[config.mk]
export PLATFORM = sky130hd
export DESIGN_NAME = uart_rx_fsm
export DESIGN_NICKNAME = d
export VERILOG_FILES = /design/src/rtl/uart_rx_pkg.sv /design/src/rtl/uart_rx_edge_bit_counter.sv /design/src/rtl/uart_rx_fsm.sv
export SDC_FILE = /design/constraint.sdc
export NUM_CORES = 1
export LEC_CHECK = 0
export ABC_AREA = 1
export BUFFER_PORTS_ARGS = -buffer_cell sky130_fd_sc_hd__buf_4
export CORE_MARGIN = 2
export CORE_UTILIZATION = 48
export DETAILED_ROUTE_END_ITERATION = 8
export GPL_TIMING_DRIVEN = 0
export PLACE_DENSITY = 0.78
export REMOVE_ABC_BUFFERS = 1
export SETUP_SLACK_MARGIN = 0.15
export SLEW_MARGIN = 10
export SYNTH_ARGS = -nofsm -noshare
export SYNTH_HDL_FRONTEND = slang
export SYNTH_SLANG_ARGS = --single-unit
export TNS_END_PERCENT = 5
[constraint.sdc]
create_clock -name clock -period 1.5 [get_ports clock]
set_input_delay 0.3 -clock clock [delete_from_list [all_inputs] [get_ports clock]]
set_output_delay 0.3 -clock clock [all_outputs]
set_load 0.02 [all_outputs]
[src/rtl/uart_rx_pkg.sv]
// ---------------------------------------------------------------------------
// uart_rx_pkg
// Shared definitions for the UART receive sequencer:
//   - rx_state_t      : receive FSM state encoding
//   - CHK_OFFSET      : distance (in oversample edges) from the bit midpoint
//                       to the edge where the sampler's majority vote is valid
//   - PRESCALE_*      : the supported oversampling ratios
//   - is_legal_prescale / chk_edge : small helpers built on the above
// ---------------------------------------------------------------------------
package uart_rx_pkg;

    typedef enum logic [2:0] {
        ST_IDLE   = 3'd0,
        ST_START  = 3'd1,
        ST_DATA   = 3'd2,
        ST_PARITY = 3'd3,
        ST_STOP   = 3'd4
    } rx_state_t;

    localparam int         CHK_OFFSET  = 2;
    localparam logic [5:0] PRESCALE_8  = 6'd8;
    localparam logic [5:0] PRESCALE_16 = 6'd16;
    localparam logic [5:0] PRESCALE_32 = 6'd32;

    function automatic logic is_legal_prescale(input logic [5:0] p);
        return (p == PRESCALE_8) || (p == PRESCALE_16) || (p == PRESCALE_32);
    endfunction

    // Edge index at which the sampler output is settled: prescale/2 + CHK_OFFSET.
    function automatic logic [5:0] chk_edge(input logic [5:0] p);
        return (p >> 1) + 6'(CHK_OFFSET);
    endfunction

endpackage

[src/rtl/uart_rx_edge_bit_counter.sv]
// ---------------------------------------------------------------------------
// uart_rx_edge_bit_counter
// Oversample edge counter plus bit counter for one UART frame.
// Ports:
//   clock, reset    : system clock, asynchronous active-low reset
//   i_prescale      : oversampling ratio (edge counter wraps at i_prescale-1)
//   i_clear         : hold both counters at 0 (receiver idle)
//   i_load          : start of frame: edge counter <- 1, bit counter <- 0
//   i_bit_inc       : advance the bit counter when the edge counter wraps
//   o_edge_count    : current oversample index inside the bit
//   o_bit_count     : number of completed bits counted since load
//   o_bit_end       : edge counter is at i_prescale-1 (last edge of the bit)
// ---------------------------------------------------------------------------
module uart_rx_edge_bit_counter (
    input  logic       clock,
    input  logic       reset,
    input  logic [5:0] i_prescale,
    input  logic       i_clear,
    input  logic       i_load,
    input  logic       i_bit_inc,
    output logic [4:0] o_edge_count,
    output logic [3:0] o_bit_count,
    output logic       o_bit_end
);

    logic [4:0] r_edge;
    logic [3:0] r_bit;
    logic       w_bit_end;

    // Compared at 6 bits so prescale=32 (last edge 31) needs no special case.
    assign w_bit_end = ({1'b0, r_edge} == (i_prescale - 6'd1));

    always_ff @(posedge clock or negedge reset) begin
        if (!reset) begin
            r_edge <= 5'd0;
            r_bit  <= 4'd0;
        end else if (i_load) begin
            // The edge where the falling start edge is seen counts as edge 0.
            r_edge <= 5'd1;
            r_bit  <= 4'd0;
        end else if (i_clear) begin
            r_edge <= 5'd0;
            r_bit  <= 4'd0;
        end else begin
            r_edge <= w_bit_end ? 5'd0 : r_edge + 5'd1;
            if (w_bit_end && i_bit_inc) begin
                r_bit <= r_bit + 4'd1;
            end
        end
    end

    assign o_edge_count = r_edge;
    assign o_bit_count  = r_bit;
    assign o_bit_end    = w_bit_end;

endmodule

[src/rtl/uart_rx_fsm.sv]
// ---------------------------------------------------------------------------
// uart_rx_fsm
// Sequencing controller for the UART receive path. Walks each frame through
// START / DATA / PARITY / STOP using the oversample edge counter, fires a
// one-cycle enable to each checker at the settled sample edge, and turns the
// checkers' registered error flags into one data_valid or frame_error pulse.
// Ports:
//   clock, reset     : system clock, asynchronous active-low reset
//   rx_in            : serial line, idle high
//   prescale         : oversampling ratio (8/16/32), static while busy
//   parity_enable    : frame carries a parity bit (latched at start)
//   parity_error     : parity checker result, valid 1 cycle after par_chk_en
//   start_glitch     : start checker result, valid 1 cycle after strt_chk_en
//   stop_error       : stop checker result, valid 1 cycle after stp_chk_en
//   dat_samp_en      : sampler enable, high for the whole frame
//   edge_count       : oversample index inside the current bit
//   strt_chk_en, deser_en, par_chk_en, stp_chk_en : one-cycle strobes
//   data_valid       : one-cycle pulse, frame received without error
//   frame_error      : one-cycle pulse, frame ended with parity/stop error
//   busy             : receiver is inside a frame
//   dbg_state        : current FSM state
// Handshake: no back-pressure. Each strobe is a single-cycle enable; the
// addressed checker answers on its registered output one cycle later, and
// that answer is only consumed on the last edge of the same bit.
// ---------------------------------------------------------------------------
module uart_rx_fsm
    import uart_rx_pkg::*;
#(
    parameter int DATA_WIDTH = 8
) (
    input  logic       clock,
    input  logic       reset,
    input  logic       rx_in,
    input  logic [5:0] prescale,
    input  logic       parity_enable,
    input  logic       parity_error,
    input  logic       start_glitch,
    input  logic       stop_error,
    output logic       dat_samp_en,
    output logic [4:0] edge_count,
    output logic       strt_chk_en,
    output logic       deser_en,
    output logic       par_chk_en,
    output logic       stp_chk_en,
    output logic       data_valid,
    output logic       frame_error,
    output logic       busy,
    output rx_state_t  dbg_state
);

    localparam logic [3:0] LAST_DATA_BIT = 4'(DATA_WIDTH - 1);

    rx_state_t  r_state;
    rx_state_t  w_state_next;
    logic [4:0] w_edge_count;
    logic [3:0] w_bit_count;
    logic       w_bit_end;
    logic       w_chk_hit;
    logic       w_start_det;
    logic       r_par_en;
    logic       r_par_flag;
    logic       r_data_valid;
    logic       r_frame_error;
    logic       w_strt;
    logic       w_deser;
    logic       w_par;
    logic       w_stp;

    // An illegal ratio would put the check edge past the bit end, so the
    // receiver simply stays idle until prescale is one of the legal values.
    assign w_start_det = (r_state == ST_IDLE) && !rx_in && is_legal_prescale(prescale);
    assign w_chk_hit   = ({1'b0, w_edge_count} == chk_edge(prescale));

    uart_rx_edge_bit_counter u_counter (
        .clock        (clock),
        .reset        (reset),
        .i_prescale   (prescale),
        .i_clear      (r_state == ST_IDLE),
        .i_load       (w_start_det),
        .i_bit_inc    (r_state == ST_DATA),
        .o_edge_count (w_edge_count),
        .o_bit_count  (w_bit_count),
        .o_bit_end    (w_bit_end)
    );

    always_ff @(posedge clock or negedge reset) begin
        if (!reset) begin
            r_state <= ST_IDLE;
        end else begin
            r_state <= w_state_next;
        end
    end

    // Next state and strobes. Strobes depend only on registered state and
    // counters; checker inputs are looked at only on the bit end of their
    // own state because the checkers hold stale results otherwise.
    always_comb begin
        w_state_next = r_state;
        w_strt       = 1'b0;
        w_deser      = 1'b0;
        w_par        = 1'b0;
        w_stp        = 1'b0;
        case (r_state)
            ST_IDLE: begin
                if (w_start_det) begin
                    w_state_next = ST_START;
                end
            end
            ST_START: begin
                w_strt = w_chk_hit;
                if (w_bit_end) begin
                    w_state_next = start_glitch ? ST_IDLE : ST_DATA;
                end
            end
            ST_DATA: begin
                w_deser = w_chk_hit;
                if (w_bit_end && (w_bit_count == LAST_DATA_BIT)) begin
                    w_state_next = r_par_en ? ST_PARITY : ST_STOP;
                end
            end
            ST_PARITY: begin
                w_par = w_chk_hit;
                if (w_bit_end) begin
                    w_state_next = ST_STOP;
                end
            end
            ST_STOP: begin
                w_stp = w_chk_hit;
                if (w_bit_end) begin
                    w_state_next = ST_IDLE;
                end
            end
            default: begin
                w_state_next = ST_IDLE;
            end
        endcase
    end

    // Frame-scoped flags and the result pulses.
    always_ff @(posedge clock or negedge reset) begin
        if (!reset) begin
            r_par_en      <= 1'b0;
            r_par_flag    <= 1'b0;
            r_data_valid  <= 1'b0;
            r_frame_error <= 1'b0;
        end else begin
            r_data_valid  <= 1'b0;
            r_frame_error <= 1'b0;
            if (w_start_det) begin
                r_par_en   <= parity_enable;
                r_par_flag <= 1'b0;
            end
            if ((r_state == ST_PARITY) && w_bit_end) begin
                r_par_flag <= parity_error;
            end
            if ((r_state == ST_STOP) && w_bit_end) begin
                r_data_valid  <= !(r_par_flag || stop_error);
                r_frame_error <= r_par_flag || stop_error;
            end
        end
    end

    assign busy        = (r_state != ST_IDLE);
    assign dat_samp_en = (r_state != ST_IDLE);
    assign edge_count  = w_edge_count;
    assign strt_chk_en = w_strt;
    assign deser_en    = w_deser;
    assign par_chk_en  = w_par;
    assign stp_chk_en  = w_stp;
    assign data_valid  = r_data_valid;
    assign frame_error = r_frame_error;
    assign dbg_state   = r_state;

endmodule

### Word level (Yosys, flattened, before mapping)

Cells that the tools add are included.

* latch bits: 0
* bits of input ports: 13
* output and inout port bits: 16
* ROM bits: 0
* register bits: 16
* memories: 0
* logic and storage cells: 64
* memory bits (writable): 0

* multipliers: 0
* div/mod/pow operators: 0
* reduce and logical (&&, ||, !) cells: 16
* eq/ne operators: 15
* mux-type cells: 22
* bitwise operators: 0
* add/sub/neg operators: 4
* magnitude comparators: 0
* shift-type cells: 0

Operators by type and width (count)
* $mux W3: 6
* $mux W5: 3
* $pmux W3 S5: 1
* $eq A5 B6 Y1: 2
* $mux W4: 3
* $mux W1: 8
* $add A5 B2 Y6 const B: 1
* $eq A3 B2 Y1 const B: 2
* $eq A6 B4 Y1 const B: 1
* $eq A6 B5 Y1 const B: 1
* $eq A6 B6 Y1 const B: 1
* $logic_and A1 B1 Y1: 6
* $ne A2 B1 Y1 const B: 3
* $reduce_bool A3 Y1: 2
* $sub A6 B1 Y6 const B: 1
* $add A5 B1 Y5 const B: 1
* $reduce_and A5 Y1: 1
* $add A4 B1 Y4 const B: 1
* $eq A4 B3 Y1 const B: 1
* $ne A2 B2 Y1 const B: 2
* $eq A3 B1 Y1 const B: 1
* $eq A3 B3 Y1 const B: 1
* $logic_not A3 Y1: 1
* $logic_or A1 B1 Y1: 3
* 3 further kinds: 4

### Logic depth before layout (Yosys ltp)

Gate-level depths: netlist of run 1.

* depth in word-level cells: 6
* gate-level depth with buffers: 14
* gate-level depth less buffers: 13

### Hierarchy

Synthesis of run 1 repeated with hierarchy kept, for this count alone.

* cells, all modules: 193
* area total of the unflattened synthesis: 1438.9 um^2

Modules (own cells, without submodules)
* uart_rx_edge_bit_counter: cells an instance 104, area an instance 780.7 um^2, seq. area each 225.2 um^2, times used 1
* uart_rx_fsm: cells an instance 89, area an instance 658.1 um^2, seq. area each 175.2 um^2, times used 1

### Least setup slack after synthesis of run 1

Ideal clock, no wire load.

* path kind: input port to output port
* start point: in prescale[3]
* end point: out deser_en
* stages: 6
* setup slack: -0.215 ns
* required time: 1.200 ns
* arrival: 1.415 ns
* buffers on the path: 0
* cells stage by stage: inv_1 -> ha_1 -> xor2_1 -> nor3_1 -> nand3_1 -> nor2_1

* longest elaborated chain between the ends: 3

RTL lines
* from (decl): RTL line uart_rx_fsm.sv:34 `input logic [5:0] prescale,`
* $add A5 B2 Y6: RTL line uart_rx_pkg.sv:31 `return (p >> 1) + 6'(CHK_OFFSET);`
* $eq A5 B6 Y1: RTL line uart_rx_fsm.sv:72 `assign w_chk_hit = ({1'b0, w_edge_count} == chk_edge(prescale));`
* $mux W1: RTL line uart_rx_fsm.sv:103 `case (r_state)`
* to (decl): RTL line uart_rx_fsm.sv:42 `output logic deser_en,`

No other way between the ends.

### Worst setup path after layout of run 1

Same ends and word-level chain as after synthesis.

==> metrics.yaml, run 1 <==
run_status:
  status: "finished, violations left"
  violations: "negative setup slack"
timing:
  min_period_over_period_pct: 125
  hold_viol: 0
  slew_viol_final: 0
  rsz0062_at_grt: "true"
  slew_headroom_pct: 81.1
  min_period_ns: 1.88
  setup_viol: 15
  tightest_slew_ns: 0.281
  worst_clock_skew_ns: 0.00456
  fmax_mhz: 532
  fin_ws_ns: -0.381
power_and_ir_drop:
  p_comb_share_pct: 60.3
  leakagePower_nw: 0.870
  power.density_nw_per_um2: 1400
  internal_power_mw: 1.26
  p_total_mw: 2.32
  vdd_drop_max_v: 0.00127
  switching_share_pct: 45.7
  p_sw_mw: 1.06
  clkPwrFrac_pct: 12.2
  seq_power_share_pct: 27.5
setup_path:
  worst-path-stages: 8
  crit_type: "primary input to output port"
  crit_buf_inv: 3
  end_kind: "output port"
  worstPathMaxFanout: 6
  cp_cell_sequence: "buf_4 > inv_2 > ha_4 > xor2_1 > nor3_2 > nand3_2 > nor2_1 > buf_4"
  critPathMaxStageDelay_ns: 0.23
  r2r_start: "u_counter.o_edge_count[0]$_DFF_PN0_"
  arrival_ns: 1.58
  crit_path_end: "deser_en"
  worstPathRequired_ns: 1.20
  r2r_cells: 11
  path_common_cell: "buf_4"
  crit_path_start_kind: "primary input"
  cp_slowest_cell: "nor3_2"
  r2r_slack_ns: -0.16
  reg2reg_to: "u_counter.o_bit_count[3]$_DFFE_PN0P_"
  critPathTopFamily: "simple AND/OR/NAND/NOR gates"
  critPathLaunch: "prescale[3]"
finish:
  nets: 233
  mostFrequentLayoutCells: "nand2_1 (43), buf_4 (31), inv_1 (23)"
  layout_commonest_cell: "nand2_1"
  final_area_sq_um: 1660
  antennaDiodeCount: 0
  finish.utilization_pct: 67.6
  nFillCells: 200
  syn_to_final_growth_pct: 34.6
  drive_gt1_share_pct: 32.9
die:
  die_area_sq_um: 2990
  die_w_um: 54.7
  die_y_um: 54.7
  pin_count: 29
  num_rows: 18
  core_area_sq_um: 2450
  start_util_pct: 50.3
grt:
  antenna_found_initial: 0
  grt_usage_pct: 22.0
  grt_pass1_vias: 1132
  grt_start_max_net_pins: 17
  grt_pass1_wl_um: 4650
  grt_remaining_overflow: 0
cts:
  clk_pin_slew_worst_paths_ns: 0.09
  cts.htree.levels: 1
  root_buffer: "clkbuf_4"
  cts_tree: "yes"
  cts.path.max_buffers: 2
  clk_latency_ns: 0.29
  clkSinkCount: 16
  numCtsBuffers: 3
worst_hold_path:
  hold_path_class: "primary input to flip-flop"
detailed_routing:
  maxUsedRoutingLayer: "met4"
  met1_length_um: 1200
  ant_nets: 0
  wirelength_um: 3050
  routed_via_density: 5.04
  drc: 0
  wl_met3_um: 102
  first_pass_iters: 4
  drt_iter0_drc: 23
  drt-wirelength-per-cell_um: 12.6
  vias: 1225
  routed-wl-met2_um: 1690
synthesis:
  synthCells: 176
  synth_edf_count: 0
  yosysTopAreaCell: "dfrtp_1"
  syn_area_sq_um: 1230
  yosysTopAreaCellShare_pct: 32.5
  synth_ff_type: "dfrtp_1"
  synth_cell_types: 24
  async_reset_ff_share_pct: 100
  ys_ff_latch: 16
  synth.area.top_cells: "dfrtp_1 (32%), nand2_1 (14%), inv_1 (7.6%)"
  yosys_warnings: 0
  syn_avg_cell_area_sq_um: 7.01
  seq_area_frac_synth_pct: 32.5
flow_run:
  cap_violations: 0
placement:
  dpl_cell_area_sq_um: 1450
  port_buffers: 28
  place_ws_ns: -0.618
  dp_hpwl_um: 2150
  globalplace.congestion: 0.858
registers in the layout, summed over array words and instances (netlist names):
register and flops:
frame_error 1, u_counter.o_edge_count 5, u_counter.o_bit_count 4, r_par_en 1, dbg_state 3, r_par_flag 1, data_valid 1
cells in the mapped netlist, types with 3 or more instances:
library cell and count:
dfrtp_1 16, nand3_1 16, xnor2_1 4, nor3_1 3, inv_1 25, nor2_1 23
nor2_2 3, xor2_1 8, nand4_1 3, nand2_2 3, ha_1 6, nand2_1 45
o21ai_0 7
how the worst min path moves through the flow:
stage | cells after the start | to | slack [ns] | start
2_1_floorplan | 0 | data_valid$_DFF_PN0_ | 0.004 | reset
3_3_place_gp | 1 | data_valid$_DFF_PN0_ | 0.17 | reset
3_5_place_dp | 1 | r_par_flag$_DFFE_PN0P_ | 0.17 | reset
4_1_cts | 2 | data_valid$_DFF_PN0_ | 0.15 | stop_error
5_1_grt | 2 | data_valid$_DFF_PN0_ | 0.16 | stop_error
6_report | 2 | data_valid$_DFF_PN0_ | 0.17 | stop_error
cell families after synthesis:
kind of cell	synth area share [%]
and+or+nand+nor	36.6
DFF	32.5
xor gates and xnor gates	8.52
buffers and inverters	10.3
adders and majority gates	6.09
AOI/OAI and AO/OA	5.98
metrics by stage:
step / setup TNS (ns) / cells / hold slack (ns)
after detailed placement: -8.29 / 231 / 0.173
after global placement: -7.32 / 231 / 0.170
after global routing: -4.15 / 243 / 0.160
after floorplan: -2.51 / 173 / 0.00441
final: -2.46 / 243 / 0.167
after CTS: -2.54 / 239 / 0.150
what timing repair did:
action                                  4_1_cts  5_1_grt
resized for setup                            15       13
endpoints found under the setup margin       20       24
pin swaps                                     7        9
hold buffers                                  1        0
endpoints found under the hold margin        16        0
setup buffers                                 3        4
metal layers:
metal	vias up	track usage, %
met5	-	0
met3	9	3.28
li1	623	-
met4	0	9.58
met2	24	40.1
met1	569	25.0
layout make-up:
type	instances	area (sq um)	share of cell area (%)
Sequential cell	16	407	24.5
Clock buffer	4	36.3	2.19
Tap cell	30	37.5	2.26
Inverter	26	97.6	5.88
Timing Repair Buffer	36	288	17.3
Multi-Input combinational cell	131	795	47.9
power by group through the flow:
stage          clock network, mW  registers (mW)  logic (mW)
5_1_grt                    0.311           0.651        1.57
2_1_floorplan                  0           0.725       0.699
4_1_cts                    0.297           0.634        1.30
3_5_place_dp                   0           0.657        1.15
3_3_place_gp                   0           0.655        1.11
6_report                   0.284           0.638        1.40
No activity file was read; power rests on OpenSTA's default activity.
==> run 2: changes to the inputs <==
Settings changed: CORE_UTILIZATION 48 to 57, MAX_ROUTING_LAYER set to met4, PLACE_DENSITY 0.78 to 0.87.
Clock period 1.5 ns to 2.25 ns, I/O delays scaled along.
==> run 2 against run 1 <==
- the run now ends clean
- wire length decreased by 1.7%
- worst setup slack better by 0.52 ns
- critical path depth unchanged
- sequential cell count stayed put
- first-iteration DRC count rose by 52%
- sequential power down 34%
- hold slack improved by 0.14 ns
- final cell count decreased by 2.9%
- cell area decreased by 4.1%
- count of clock-buffer cells in the layout stayed put
- critical path type unchanged
- largest cell class unchanged
- largest power group unchanged
==> metrics.yaml, run 2 (synthesis gave the netlist of run 1 again) <==
run_status:
  status: "finished clean"  # was finished, violations left
flow_run:
  cap_violations: 0  # unchanged
timing:
  fin_tns_setup_ns: 0  # was -2.46 ns
  tightest_slew_ns: 0.358  # was 0.281 ns
  min_period_ns: 2.12
  slew_viol_final: 0  # unchanged
  worst_clock_skew_ns: 0.0149  # was 0.00456 ns
  min_period_over_period_pct: 94.0
  slew_headroom_pct: 76.1  # was 81.1%
  setup_viol: 0  # was 15
  fmax_mhz: 473
  rsz0062_at_grt: "true"  # unchanged
  hold_viol: 0  # unchanged
worst_hold_path:
  hold_path_class: "primary input to flip-flop"  # unchanged
  hold_depth: 2  # unchanged
  hold_end: "data_valid$_DFF_PN0_"  # unchanged
  hp-start: "stop_error"  # unchanged
finish:
  multi_input_area_sq_um: 753  # was 795 sq um
  largest_reg_flops: 5  # unchanged
  finish.utilization_pct: 79.6  # was 67.6%
  seqCellArea_sq_um: 403  # was 407 sq um
  mostFrequentLayoutCells: "nand2_1 (45), buf_4 (29), inv_1 (24)"  # was nand2_1 (43), buf_4 (31), inv_1 (23)
  final_cells: 236  # was 243
  drive_gt1_share_pct: 25.8  # was 32.9%
  syn_to_final_growth_pct: 29.1  # was 34.6%
  nFillCells: 135  # was 200
  layout_commonest_cell: "nand2_1"  # unchanged
  antennaDiodeCount: 0  # unchanged
  nets: 229  # was 233
detailed_routing:
  drt-wirelength-per-cell_um: 12.7  # was 12.6 um
  wirelength_um: 3000  # was 3050 um
  routed_via_density: 5.25  # was 5.04
  first_pass_iters: 6  # was 4
  vias: 1239  # was 1225
  drc: 0  # unchanged
  ant_nets: 0  # unchanged
  drt_iter0_drc: 35  # was 23
setup_path:
  reg2reg_to: "u_counter.o_bit_count[3]$_DFFE_PN0P_"  # unchanged
  crit_path_start_kind: "primary input"  # unchanged
  r2r_start: "u_counter.o_edge_count[0]$_DFF_PN0_"  # unchanged
  arrival_ns: 1.67  # was 1.58 ns
  crit_type: "primary input to output port"  # unchanged
  worstPathRequired_ns: 1.80  # was 1.20 ns
  r2r_slack_ns: 0.38  # was -0.16 ns
  end_kind: "output port"  # unchanged
  worstPathMaxFanout: 6  # unchanged
  r2r_cells: 11  # unchanged
power_and_ir_drop:
  leakagePower_nw: 0.843  # was 0.870 nW
  vdd_drop_max_v: 0.000997  # was 0.00127 V
  power.density_nw_per_um2: 916  # was 1400 nW/um^2
  p_total_mw: 1.46  # was 2.32 mW
placement:
  post-place-cells: 228  # was 231
  dp_hpwl_um: 2270  # was 2150 um
  globalplace.congestion: 0.942  # was 0.858
  port_buffers: 28  # unchanged
cts:
  clk_latency_ns: 0.29  # about the same
  numCtsBuffers: 3  # unchanged
  cts_tree: "yes"  # unchanged
  clk_pin_slew_worst_paths_ns: 0.10  # was 0.09 ns
  cts.htree.levels: 1  # unchanged
  clkSinkCount: 16  # unchanged
  root_buffer: "clkbuf_4"  # unchanged
  cts.path.max_buffers: 2  # unchanged
grt:
  grt_pass1_wl_um: 5240  # was 4650 um
  grt_pass1_vias: 1163  # was 1132
  grt_remaining_overflow: 0  # unchanged
  antenna_found_initial: 0  # unchanged
  grt_start_max_net_pins: 17  # unchanged
  grt_usage_pct: 27.3  # was 22.0%
die:
  pin_count: 29  # unchanged
  die_w_um: 50.5  # was 54.7 um
  die_y_um: 50.5  # was 54.7 um
  num_rows: 16  # was 18
  core_area_sq_um: 2000  # was 2450 sq um
  start_util_pct: 61.6  # was 50.3%
  die_area_sq_um: 2550  # was 2990 sq um
[run 2: changes by cell type in the layout (fill, tap and decap cells not counted), sizes merged]
cell,delta
buf,-4
[run 2: what timing repair did]
action	in CTS	in global routing
setup endpoints to repair	4	9
hold buffers	0	1
pin swaps	4	1
buffers inserted	3	0
hold endpoints to repair	0	1
gates resized for setup	16	2
[run 2: worst max-delay path, stage by stage]
cell     delay (ns)
buf_12         0.12
ha_4           0.16
xnor2_2        0.14
xor2_1         0.16
nor3_2         0.20
nand3_2        0.14
nor2_1         0.14
buf_4          0.15
[run 2: worst max path at each step]
| stage | startpoint | to | slack, ns |
|---|---|---|---|
| after global placement | prescale[3] | par_chk_en | -0.04 |
| after CTS | u_counter.o_edge_count[0]$_DFF_PN0_ | par_chk_en | 0.16 |
| after global routing | prescale[2] | strt_chk_en | 0.06 |
| after floorplan | prescale[3] | deser_en | 0.23 |
| after detailed placement | prescale[3] | par_chk_en | -0.01 |
| final | prescale[2] | par_chk_en | 0.13 |
[run 2: power by group]
part           switching, mW  total (mW)  internal [mW]
Combinational          0.526       0.850          0.325
Clock                 0.0896       0.188         0.0986
Sequential            0.0656       0.420          0.355
Total                  0.681        1.46          0.778
[run 2: layer usage]
metal  share of wire, %  track usage [%]
met1                 43             35.6
met3                5.6             5.65
met2                 50             44.7
met4                1.0             4.50
met5                  0                -
[run 2: metrics by stage]
step	hold WS (ns)	area, sq um	setup WS (ns)
CTS	0.000926	1570	0.159
detailed placement	0.317	1450	-0.0125
floorplan	0.154	1200	0.235
global route	0.306	1590	0.0647
finish	0.308	1590	0.134
global placement	0.317	1450	-0.0364
[run 2: final cells by class]
class                   instances  share of cell area, %
well taps                      27                   2.12
repair buffers                 32                   16.3
clock buffers                   4                   2.28
multi-input cells             131                   47.3
flip-flops and latches         16                   25.3
inverters                      26                   6.76
